==> src/rtl/bu_pipe_if.sv <==
// Issue/result handshake bundle between the branch reservation station, the
// branch execution unit and the ROB/CDB consumer.
interface bu_pipe_if #(
    parameter int TAG_W = 6
) ();
    // Issue side
    logic             in_valid;
    logic             in_ready;
    logic [5:0]       in_op;
    logic [31:0]      in_src1;
    logic [31:0]      in_src2;
    logic [31:0]      in_imm;
    logic [31:0]      in_pc_plus_4;
    logic [TAG_W-1:0] in_tag;
    logic             in_pred_taken;
    logic [31:0]      in_pred_target;

    // Result side (FIFO head)
    logic             out_valid;
    logic             out_ready;
    logic [TAG_W-1:0] out_tag;
    logic             out_taken;
    logic [31:0]      out_target;
    logic             out_mispredict;
    logic [31:0]      out_redirect_pc;
    logic             out_link_we;
    logic [31:0]      out_link_data;
    logic             out_illegal;

    // Issuer and consumer side
    modport master (
        output in_valid, in_op, in_src1, in_src2, in_imm, in_pc_plus_4,
               in_tag, in_pred_taken, in_pred_target, out_ready,
        input  in_ready, out_valid, out_tag, out_taken, out_target,
               out_mispredict, out_redirect_pc, out_link_we, out_link_data,
               out_illegal
    );

    // Branch unit side
    modport slave (
        input  in_valid, in_op, in_src1, in_src2, in_imm, in_pc_plus_4,
               in_tag, in_pred_taken, in_pred_target, out_ready,
        output in_ready, out_valid, out_tag, out_taken, out_target,
               out_mispredict, out_redirect_pc, out_link_we, out_link_data,
               out_illegal
    );
endinterface

==> src/rtl/bu_pipe.sv <==
// Branch execution unit: resolves direction, target and link value of one
// branch/jump per cycle, flags mispredicts against the fetch prediction and
// queues results in a DEPTH-entry FIFO toward the ROB/CDB. Keeps saturating
// branch and mispredict statistics.
module bu_pipe #(
    parameter int TAG_W = 6,
    parameter int DEPTH = 2,
    parameter int CNT_W = 16
) (
    input  logic             clk,
    input  logic             rst_n,
    input  logic             flush,
    bu_pipe_if.slave         bus,
    output logic [CNT_W-1:0] cnt_branch,
    output logic [CNT_W-1:0] cnt_mispred
);
    // Branch unit opcodes
    localparam logic [5:0] BU_OP_J      = 6'd1;
    localparam logic [5:0] BU_OP_JAL    = 6'd2;
    localparam logic [5:0] BU_OP_JR     = 6'd3;
    localparam logic [5:0] BU_OP_JALR   = 6'd4;
    localparam logic [5:0] BU_OP_BEQ    = 6'd5;
    localparam logic [5:0] BU_OP_BNE    = 6'd6;
    localparam logic [5:0] BU_OP_BGTZ   = 6'd7;
    localparam logic [5:0] BU_OP_BLEZ   = 6'd8;
    localparam logic [5:0] BU_OP_BLTZ   = 6'd9;
    localparam logic [5:0] BU_OP_BGEZ   = 6'd10;
    localparam logic [5:0] BU_OP_BLTZAL = 6'd11;
    localparam logic [5:0] BU_OP_BGEZAL = 6'd12;

    localparam int PTR_W    = (DEPTH > 1) ? $clog2(DEPTH) : 1;
    localparam int CNT_BITS = $clog2(DEPTH + 1);
    localparam logic [PTR_W-1:0]    LAST_PTR = PTR_W'(DEPTH - 1);
    localparam logic [CNT_BITS-1:0] FULL_CNT = CNT_BITS'(DEPTH);

    typedef struct packed {
        logic [TAG_W-1:0] tag;
        logic             taken;
        logic [31:0]      target;
        logic             mispredict;
        logic [31:0]      redirect_pc;
        logic             link_we;
        logic [31:0]      link_data;
        logic             illegal;
    } result_t;

    result_t             res;
    result_t             head;
    result_t             mem [DEPTH];
    logic [PTR_W-1:0]    wr_ptr;
    logic [PTR_W-1:0]    rd_ptr;
    logic [CNT_BITS-1:0] count;
    logic                head_valid;
    logic                push;
    logic                pop;
    logic [31:0]         pc8;
    logic [31:0]         br_target;
    logic [31:0]         j_target;
    logic                src1_neg;
    logic                src1_zero;

    function automatic logic [PTR_W-1:0] ptr_next(input logic [PTR_W-1:0] p);
        return (p == LAST_PTR) ? '0 : p + 1'b1;
    endfunction

    // Resolve the issuing branch: direction, target, link and mispredict.
    // NOTE: every always_comb output gets a default first so no path infers a latch.
    always_comb begin
        pc8       = bus.in_pc_plus_4 + 32'd4;
        br_target = bus.in_pc_plus_4 + {bus.in_imm[29:0], 2'b00};
        j_target  = {bus.in_pc_plus_4[31:28], bus.in_imm[25:0], 2'b00};
        src1_neg  = bus.in_src1[31];
        src1_zero = (bus.in_src1 == 32'd0);
        res       = '0;
        res.tag   = bus.in_tag;
        case (bus.in_op)
            BU_OP_J: begin
                res.taken  = 1'b1;
                res.target = j_target;
            end
            BU_OP_JAL: begin
                res.taken     = 1'b1;
                res.target    = j_target;
                res.link_we   = 1'b1;
                res.link_data = pc8;
            end
            BU_OP_JR: begin
                res.taken  = 1'b1;
                res.target = bus.in_src1;
            end
            BU_OP_JALR: begin
                res.taken     = 1'b1;
                res.target    = bus.in_src1;
                res.link_we   = 1'b1;
                res.link_data = pc8;
            end
            BU_OP_BEQ: begin
                res.taken  = (bus.in_src1 == bus.in_src2);
                res.target = br_target;
            end
            BU_OP_BNE: begin
                res.taken  = (bus.in_src1 != bus.in_src2);
                res.target = br_target;
            end
            BU_OP_BGTZ: begin
                res.taken  = !src1_neg && !src1_zero;
                res.target = br_target;
            end
            BU_OP_BLEZ: begin
                res.taken  = src1_neg || src1_zero;
                res.target = br_target;
            end
            BU_OP_BLTZ: begin
                res.taken  = src1_neg;
                res.target = br_target;
            end
            BU_OP_BGEZ: begin
                res.taken  = !src1_neg;
                res.target = br_target;
            end
            BU_OP_BLTZAL: begin
                // Not-taken linking branches rewrite rd with its old value.
                res.taken     = src1_neg;
                res.target    = br_target;
                res.link_we   = 1'b1;
                res.link_data = src1_neg ? pc8 : bus.in_src2;
            end
            BU_OP_BGEZAL: begin
                res.taken     = !src1_neg;
                res.target    = br_target;
                res.link_we   = 1'b1;
                res.link_data = !src1_neg ? pc8 : bus.in_src2;
            end
            default: res.illegal = 1'b1;
        endcase
        res.mispredict  = (res.taken != bus.in_pred_taken) ||
                          (res.taken && (res.target != bus.in_pred_target));
        // The delay slot always executes, so the fall-through PC is pc+8.
        res.redirect_pc = res.taken ? res.target : pc8;
    end

    // Handshake: a full FIFO still accepts when its head leaves this cycle.
    assign head_valid   = (count != '0);
    assign pop          = head_valid && bus.out_ready && !flush;
    assign bus.in_ready = !flush && ((count < FULL_CNT) || (head_valid && bus.out_ready));
    assign push         = bus.in_valid && bus.in_ready;

    // FIFO pointers and occupancy; flush empties the queue.
    // NOTE: sequential state uses non-blocking assignments so all flops update together.
    always_ff @(posedge clk or negedge rst_n) begin
        if (!rst_n) begin
            wr_ptr <= '0;
            rd_ptr <= '0;
            count  <= '0;
        end else if (flush) begin
            wr_ptr <= '0;
            rd_ptr <= '0;
            count  <= '0;
        end else begin
            if (push) wr_ptr <= ptr_next(wr_ptr);
            if (pop)  rd_ptr <= ptr_next(rd_ptr);
            case ({push, pop})
                2'b10:   count <= count + 1'b1;
                2'b01:   count <= count - 1'b1;
                default: count <= count;
            endcase
        end
    end

    // Result storage.
    // NOTE: storage is not reset; empty slots are never visible because the head is masked by count.
    always_ff @(posedge clk) begin
        if (push) mem[wr_ptr] <= res;
    end

    // Saturating statistics, untouched by flush.
    always_ff @(posedge clk or negedge rst_n) begin
        if (!rst_n) begin
            cnt_branch  <= '0;
            cnt_mispred <= '0;
        end else if (push) begin
            if (cnt_branch != '1) cnt_branch <= cnt_branch + 1'b1;
            if (res.mispredict && (cnt_mispred != '1)) cnt_mispred <= cnt_mispred + 1'b1;
        end
    end

    // Head of queue drives the result bus; all fields read zero when empty.
    assign head                = head_valid ? mem[rd_ptr] : '0;
    assign bus.out_valid       = head_valid;
    assign bus.out_tag         = head.tag;
    assign bus.out_taken       = head.taken;
    assign bus.out_target      = head.target;
    assign bus.out_mispredict  = head.mispredict;
    assign bus.out_redirect_pc = head.redirect_pc;
    assign bus.out_link_we     = head.link_we;
    assign bus.out_link_data   = head.link_data;
    assign bus.out_illegal     = head.illegal;
endmodule

==> src/flat_wrapper.sv <==
// flat-port wrapper written by rule: the top's interface ports become plain ports
module bu_pipe_flat 
#(
    parameter int TAG_W = 6,
    parameter int DEPTH = 2,
    parameter int CNT_W = 16
)
  (clk, rst_n, flush, cnt_branch, cnt_mispred, bus_in_valid, bus_in_op, bus_in_src1, bus_in_src2, bus_in_imm, bus_in_pc_plus_4, bus_in_tag, bus_in_pred_taken, bus_in_pred_target, bus_out_ready, bus_in_ready, bus_out_valid, bus_out_tag, bus_out_taken, bus_out_target, bus_out_mispredict, bus_out_redirect_pc, bus_out_link_we, bus_out_link_data, bus_out_illegal);
  bu_pipe_if #(.TAG_W(TAG_W)) bus_i ();
  input  logic clk;
  input  logic rst_n;
  input  logic flush;
  output logic [CNT_W-1:0] cnt_branch;
  output logic [CNT_W-1:0] cnt_mispred;
  input wire logic [$bits(bus_i.in_valid)-1:0] bus_in_valid;
  input wire logic [$bits(bus_i.in_op)-1:0] bus_in_op;
  input wire logic [$bits(bus_i.in_src1)-1:0] bus_in_src1;
  input wire logic [$bits(bus_i.in_src2)-1:0] bus_in_src2;
  input wire logic [$bits(bus_i.in_imm)-1:0] bus_in_imm;
  input wire logic [$bits(bus_i.in_pc_plus_4)-1:0] bus_in_pc_plus_4;
  input wire logic [$bits(bus_i.in_tag)-1:0] bus_in_tag;
  input wire logic [$bits(bus_i.in_pred_taken)-1:0] bus_in_pred_taken;
  input wire logic [$bits(bus_i.in_pred_target)-1:0] bus_in_pred_target;
  input wire logic [$bits(bus_i.out_ready)-1:0] bus_out_ready;
  output wire logic [$bits(bus_i.in_ready)-1:0] bus_in_ready;
  output wire logic [$bits(bus_i.out_valid)-1:0] bus_out_valid;
  output wire logic [$bits(bus_i.out_tag)-1:0] bus_out_tag;
  output wire logic [$bits(bus_i.out_taken)-1:0] bus_out_taken;
  output wire logic [$bits(bus_i.out_target)-1:0] bus_out_target;
  output wire logic [$bits(bus_i.out_mispredict)-1:0] bus_out_mispredict;
  output wire logic [$bits(bus_i.out_redirect_pc)-1:0] bus_out_redirect_pc;
  output wire logic [$bits(bus_i.out_link_we)-1:0] bus_out_link_we;
  output wire logic [$bits(bus_i.out_link_data)-1:0] bus_out_link_data;
  output wire logic [$bits(bus_i.out_illegal)-1:0] bus_out_illegal;
  assign bus_i.in_valid = bus_in_valid;
  assign bus_i.in_op = bus_in_op;
  assign bus_i.in_src1 = bus_in_src1;
  assign bus_i.in_src2 = bus_in_src2;
  assign bus_i.in_imm = bus_in_imm;
  assign bus_i.in_pc_plus_4 = bus_in_pc_plus_4;
  assign bus_i.in_tag = bus_in_tag;
  assign bus_i.in_pred_taken = bus_in_pred_taken;
  assign bus_i.in_pred_target = bus_in_pred_target;
  assign bus_i.out_ready = bus_out_ready;
  assign bus_in_ready = bus_i.in_ready;
  assign bus_out_valid = bus_i.out_valid;
  assign bus_out_tag = bus_i.out_tag;
  assign bus_out_taken = bus_i.out_taken;
  assign bus_out_target = bus_i.out_target;
  assign bus_out_mispredict = bus_i.out_mispredict;
  assign bus_out_redirect_pc = bus_i.out_redirect_pc;
  assign bus_out_link_we = bus_i.out_link_we;
  assign bus_out_link_data = bus_i.out_link_data;
  assign bus_out_illegal = bus_i.out_illegal;
  bu_pipe #(.TAG_W(TAG_W), .DEPTH(DEPTH), .CNT_W(CNT_W)) u_core (.clk(clk), .rst_n(rst_n), .flush(flush), .bus(bus_i), .cnt_branch(cnt_branch), .cnt_mispred(cnt_mispred));
endmodule
==> config.mk <==
export PLATFORM = sky130hd
export DESIGN_NAME = bu_pipe_flat
export DESIGN_NICKNAME = d
export VERILOG_FILES = /design/src/rtl/bu_pipe_if.sv /design/src/rtl/bu_pipe.sv /design/src/flat_wrapper.sv
export SDC_FILE = /design/constraint.sdc
export NUM_CORES = 1
export LEC_CHECK = 0
export BUFFER_PORTS_ARGS = -buffer_cell sky130_fd_sc_hd__buf_2
export CORE_MARGIN = 2
export CORE_UTILIZATION = 45
export CTS_BUF_LIST = sky130_fd_sc_hd__clkbuf_8
export DETAILED_ROUTE_END_ITERATION = 10
export PLACE_DENSITY = 0.65
export REMOVE_ABC_BUFFERS = 1
export SLEW_MARGIN = 25
export SYNTH_ARGS = -nofsm -noshare
export SYNTH_HDL_FRONTEND = slang
export SYNTH_SLANG_ARGS = --single-unit
export TNS_END_PERCENT = 100
==> constraint.sdc <==
create_clock -name clk -period 7.25 [get_ports clk]
set_input_delay 1.45 -clock clk [delete_from_list [all_inputs] [get_ports clk]]
set_output_delay 1.45 -clock clk [all_outputs]
set_load 0.02 [all_outputs]
==> metrics.txt, run 1 <==
Crit. End Element flop; # setup viols final 0; Post-synth top cells 212 x edfxtp_1, 180 x nor2_1, 119 x mux2i_1; final setup margin 1.31 ns; vias per inst 6.05; Design Area, Final 18,400 um^2; largest net degree at the start of global routing 69; CTS tree yes; met3 global-route usage 0.0438; most frequent cell after synthesis edfxtp_1; clock-pin slew on the worst setup and hold paths 0.06 ns; met1 Track Usage GR 0.389; Required @ worst endpoint 7.73 ns; Layout Skew 0.0240 ns; Skew-Pair Late Insertion Delay 0.61 ns; post-synthesis mux area share 0.0936; vias 13,900; Final nets 2,012; Post-route DRC 0; die width 191 um; root buffer cell clkbuf_8; Die Y 191 um; crit path max fanout 16; Tcrit/Tclk final 0.820; main combinational cell family by area after synthesis simple AND/OR/NAND/NOR gates; Synth area leaders edfxtp_1 41%, mux2i_1 7.6%, dfrtp_1 5.7%; crit start category input pin; setup repair bufs after CTS 0; worst vdd ir 0.126 mV; Yosys cell types 78; compound-gate portion of the synthesized area 0.154; total die area 36,400 um^2; fin. max-slew vios 0; Core Box Area 34,500 um^2; vias in the first global route 13,100; crit-path cells buf_2 -> ha_1 -> fa_1 -> a211oi_2 -> o21ai_0 -> a221oi_1 -> o31ai_1 -> or4_1 -> nand4_1 -> o21ai_0 -> nor4_1 -> and4_1 -> nor2_2 -> mux2_4; main flop type after synthesis edfxtp_1; share of layout cells above drive strength 1 0.235; Port Buf Inserts 315; GRT Total Usage 0.291; #FFs+latches synth 248; max-cap violations 0; unrepaired setup endpoints after global routing false; WL per Instance 23.5 um; Max clock buf depth 3; Initial DRC Count 1,259; adder-cell share of the synthesized area 0.0268; Num CTS Buffers 42; worst path bufs/invs 1; Critical Path AT 6.42 ns; Worst path slowest cell a221oi_1; GRT met2 Usage 0.447; gr ovfl total 0; routability cong. 0.997; slowest cell delay on critical path 0.80 ns; Hold-fix buffers, CTS 0; H-tree depth 2; first-pass GRT wire length 78,800 um; Slew Limit Headroom 0.293; Starting Density 0.455; Placement Setup Slack 0.880 ns; initial antenna violation count 15; CTS resizes 0; drt total wl 54,000 um; Detailed Routing Iterations Pass 1 9; synthesized area 15,700 um^2; post-route minimum period 5.94 ns; final core utilization 0.535; Final TNS setup 0 ns; I/O pins 318; GRT Max-Usage Layer met2; number of synthesized flops with an enable pin 212; Std-Cell Rows 68; Leak 7.39 nW; Synth area leader edfxtp_1; post-synthesis sequential area ratio 0.463; Antenna Nets Post-Route 0; total power density per cell area 207 nW/um^2; xor and xnor area share after synthesis 0.0687; Synth async-reset ratio 0.145; area delta synth->final 17.6%; dpl hpwl 40,300 um; share of the synthesized area in the top cell type 0.406; Mapped Cells 1,517; Ys Warns 0; worst-margin pin slew 1.05 ns; Synth Area in Simple Gates 0.161; Fin. Hold Viols 0; Area after DPL 17,600 um^2; hold crit path type reg -> reg; critical path class in -> reg; status finished, final reports clean; clk sinks 248; maximum clock frequency 0.168 GHz; Avg Cell Area, Syn 10.3 um^2; CP dominant cell by count o21ai_0; CP top delay family compound AO/OA/AOI/OAI gates
[state kept, by name, indices dropped and copies added, names as in the netlist]
signal              cells
u_core.mem            212
u_core.cnt_branch      16
u_core.rd_ptr           1
u_core.wr_ptr           1
u_core.cnt_mispred     16
u_core.count            2
[placed cells by master, fill, tap and decap left out, types with 14 or more instances in the layout]
master,count
buf_2,315
edfxtp_1,212
nor2_1,176
mux2i_1,119
nand2_1,87
xnor2_1,73
a21oi_1,69
o21ai_0,56
xor2_1,50
nand3_1,46
clkbuf_8,45
inv_1,40
dfrtp_1,35
a221oi_1,32
ha_1,32
a22oi_1,31
nand4_1,29
a21o_1,29
nor3_1,28
nor4_1,23
mux2_2,20
diode_2,15
and3_1,15
a211oi_1,14
[power by group]
group / switching (mW) / internal [mW]
sequential: 0.0596 / 1.65
combinational: 0.586 / 0.323
clock: 0.582 / 0.611
total: 1.23 / 2.58
[layer usage]
metal / vias up / wire (um)
met1: 6740 / 22500
met3: 146 / 3960
met2: 661 / 24500
met5: - / 13
li1: 6362 / -
met4: 2 / 3020
[worst register-to-register path, stage by stage (launching register included)]
cell	delay (ns)
dfrtp_1	0.46
a21oi_1	0.34
and3_4	0.91
buf_4	0.67
[cell families after synthesis]
group	after synthesis
and+or+nand+nor	506
AOI/OAI and AO/OA	344
DFF	248
muxes	142
xor gates and xnor gates	123
buffers and inverters	121
adders and majority gates	33
[worst paths after layout]
| check | startpoint | endpoint | slack [ns] | cells after the start |
|---|---|---|---|---|
| worst max-delay path | bus_in_pc_plus_4[2] | u_core.cnt_mispred[1] | 1.31 | 14 |
| worst min-delay path | u_core.cnt_branch[12] | u_core.cnt_branch[12] | 0.48 | 1 |
| worst max register to register | u_core.count[1] | u_core.mem[1][73] | 4.46 | 3 |
| worst min register to register | u_core.cnt_branch[12] | u_core.cnt_branch[12] | 0.48 | 1 |
| max in group asynchronous | rst_n | u_core.rd_ptr | 5.70 | 1 |
| min in group asynchronous | rst_n | u_core.cnt_mispred[3] | 0.95 | 1 |
[final cells by class]
| cell class | instances | area (um^2) |
|---|---|---|
| antenna | 15 | 37.5 |
| clock buffer | 45 | 619 |
| clock inverter | 27 | 154 |
| fill | 3211 | 16000 |
| inverter | 31 | 116 |
| multi-input combinational | 1148 | 7960 |
| sequential | 248 | 7270 |
| tap | 455 | 569 |
| timing repair buffer | 330 | 1710 |
[metrics by stage]
stage | power, mW | std cells | hold slack (ns)
2_1_floorplan | 2.30 | 1427 | 0.473
3_3_place_gp | 2.62 | 2211 | 0.471
3_5_place_dp | 2.64 | 2212 | 0.480
4_1_cts | 3.83 | 2284 | 0.488
5_1_grt | 3.98 | 2297 | 0.506
6_report | 3.81 | 2299 | 0.484
(Power assumes the default switching activity.)
==> run 2, diff against run 1 <==
- ABC_AREA: default -> 1
- PLACE_DENSITY: 0.65 -> 0.68
- clock period: 7.25 -> 5.1 ns (I/O delays scaled with it)
==> metrics.txt, run 2 <==
status finished, final reports clean; Core Box Area 35,200 um^2 (+2.2%); Post-synth top cells 760 x nand2_1, 264 x inv_1, 212 x edfxtp_1; I/O pins 318 (unchanged); vias per inst 5.32 (-12%); crit-path cells buf_2 -> inv_2 -> nand2_1 -> nand4_1 -> nor4_1 -> nand2_1 -> o21ai_0 -> a21oi_1 -> nor2_1 -> inv_1 -> nand2_1 -> nand2_4 -> nand2_4 -> nand2_1 -> nand2_1; worst vdd ir 0.204 mV (+62%); Largest regs u_core.mem x212, u_core.cnt_branch x16, u_core.cnt_mispred x16; Critical Path AT 4.71 ns (-1.71 ns); post-synthesis mux area share 0.00141 (-0.0922); Std-Cell Rows 69 (+1.5%); total power density per cell area 334 nW/um^2 (+61%); compound-gate portion of the synthesized area 0.0968 (-0.0575); WL per Instance 19.1 um (-19%); Skew-Pair Late Insertion Delay 0.60 ns (about the same); Placement Setup Slack 0.446 ns (-0.434 ns); Crit. End Element flop; vias in the first global route 14,900 (+14%); Slew Limit Headroom 0.435 (+0.142); Fin. Hold Viols 0 (unchanged); final setup margin 0.929 ns (-0.379 ns); commonest non-fill, non-tap cell in the layout nand2_1; unrepaired setup endpoints after global routing false; CTS resizes 0 (unchanged); Mapped Cells 2,109 (+39%); clk sinks 248 (unchanged); area delta synth->final 18.8%; critical path class in -> reg; Synth area leaders edfxtp_1 40%, nand2_1 18%, inv_1 6.2%; CTS tree yes; crit path max fanout 19 (+3); xor and xnor area share after synthesis 0.0460 (-0.0226); root buffer cell clkbuf_8; Avg Cell Area, Syn 7.58 um^2 (-27%); Hold WS 0.490 ns (+0.00641 ns); Largest Register u_core.mem; Post-Layout Cell Count 2,939 (+28%); setup repair bufs after CTS 0 (unchanged); Layout Skew 0.0139 ns (-0.0101 ns); dpl cells 2,842 (+28%); Initial DRC Count 1,282 (+1.8%); Synth async-reset ratio 0.145 (unchanged); # setup viols final 0 (unchanged); Final nets 2,640 (+31%); fin. max-slew vios 0 (unchanged); GRT Total Usage 0.301 (+0.0105); leading cell types in the layout, fill and taps excluded 760 x nand2_1, 315 x buf_2, 282 x inv_1, 212 x edfxtp_1, 144 x nor2_1; adder-cell share of the synthesized area 0.0263 (-0.000487); die width 192 um (+0.90%); crit start category input pin; gr ovfl total 0 (unchanged); H-tree depth 2 (unchanged); first-pass GRT wire length 83,700 um (+6.3%); Synth area leader edfxtp_1; Ys Warns 0 (unchanged); hold crit path type reg -> reg; share of the synthesized area in the top cell type 0.398 (-0.00737); number of synthesized flops with an enable pin 212 (unchanged); slowest cell delay on critical path 0.65 ns (-0.15 ns); most frequent cell after synthesis nand2_1; Largest register FFs 212 (unchanged); Worst path slowest cell nor2_1; Post-route DRC 0 (unchanged); Yosys cell types 50 (-36%); share of layout cells above drive strength 1 0.178 (-0.0574); Hold-fix buffers, CTS 0 (unchanged); initial antenna violation count 11 (-4); synthesized area 16,000 um^2 (+1.9%); main combinational cell family by area after synthesis simple AND/OR/NAND/NOR gates; routability cong. 0.955 (-4.2%); post-synthesis sequential area ratio 0.455 (-0.00842); Starting Density 0.454 (-0.00166); Antenna Nets Post-Route 0 (unchanged); max-cap violations 0 (unchanged); vias 15,600 (+12%); CP dominant cell by count nand2_1; Synth Area in Simple Gates 0.291 (+0.130); maximum clock frequency 0.240 GHz; largest net degree at the start of global routing 108 (+57%); worst-margin pin slew 0.840 ns (-0.211 ns); total power 6.34 mW (+66%); drt total wl 56,200 um (+4.0%); Leak 9.13 nW (+24%); Num CTS Buffers 45 (+7.1%); total die area 37,000 um^2 (+1.8%); clock-pin slew on the worst setup and hold paths 0.06 ns (about the same); Port Buf Inserts 315 (unchanged); main flop type after synthesis edfxtp_1; dpl hpwl 42,000 um (+4.4%); Required @ worst endpoint 5.64 ns (-2.09 ns); #FFs+latches synth 248 (unchanged); Detailed Routing Iterations Pass 1 5 (-4); Max clock buf depth 3 (unchanged); Tcrit/Tclk final 0.818; Die Y 192 um (+0.90%); post-route minimum period 4.17 ns
[run 2: changes by cell type after synthesis, moves of 31 or more]
cell / delta
nand3_1: +86
xnor2_1: -37
mux2i_1: -119
a221oi_1: -31
nor2_1: -33
nand2_1: +673
inv_1: +233
a21oi_1: +68
[run 2: metal layers]
metal | wire length [um] | global-route usage | up-vias
met1 | 22900 | 0.385 | 7271
li1 | - | - | 7558
met4 | 2900 | 0.161 | 0
met2 | 26200 | 0.492 | 669
met5 | 0 | 0 | -
met3 | 4190 | 0.0458 | 151
[run 2: final timing paths]
kind	start	to	slack, ns	depth (start not counted)
hold / removal	u_core.cnt_branch[6]	u_core.cnt_branch[6]	0.49	1
hold reg to reg	u_core.cnt_branch[6]	u_core.cnt_branch[6]	0.49	1
min in group asynchronous	rst_n	u_core.cnt_mispred[11]	0.50	1
setup / recovery	bus_in_src1[31]	u_core.cnt_mispred[7]	0.93	15
setup reg to reg	u_core.count[1]	u_core.cnt_branch[15]	2.53	12
max in group asynchronous	rst_n	u_core.rd_ptr	4.02	1
[run 2: area by class of cell]
type / count / area (um^2)
flip-flops and latches: 248 / 7270
clock inverters: 31 / 158
diodes: 13 / 32.5
fillers: 3439 / 16200
repair buffers: 336 / 1780
clock buffers: 52 / 716
well taps: 461 / 577
inverters: 281 / 1060
multi-input cells: 1517 / 7390
[run 2: kinds of logic after synthesis]
logic type	after synthesis
simple gates	1130
flops	248
compound gates	268
fa+ha+maj	33
xor+xnor	84
mux	2
buf+inv	344
[run 2: worst max-delay path: cells and delay by family]
family / cells / cell delay, ns
AOI/OAI and AO/OA: 2 / 0.30
buffers and inverters: 3 / 1.18
and+or+nand+nor: 10 / 2.18
[run 2: per-stage QoR]
step	util	TNS [ns]	area, um^2
6_report	0.539	0	19000
5_1_grt	0.539	0	19000
4_1_cts	0.538	0	18900
3_5_place_dp	0.513	0	18100
3_3_place_gp	0.513	0	18100
2_1_floorplan	-	-353.03	15700
[run 2: report_power, final]
group          switching (mW)  internal, mW
registers               0.109          2.38
clock network           0.849         0.981
logic                    1.44         0.584
total                    2.39          3.94
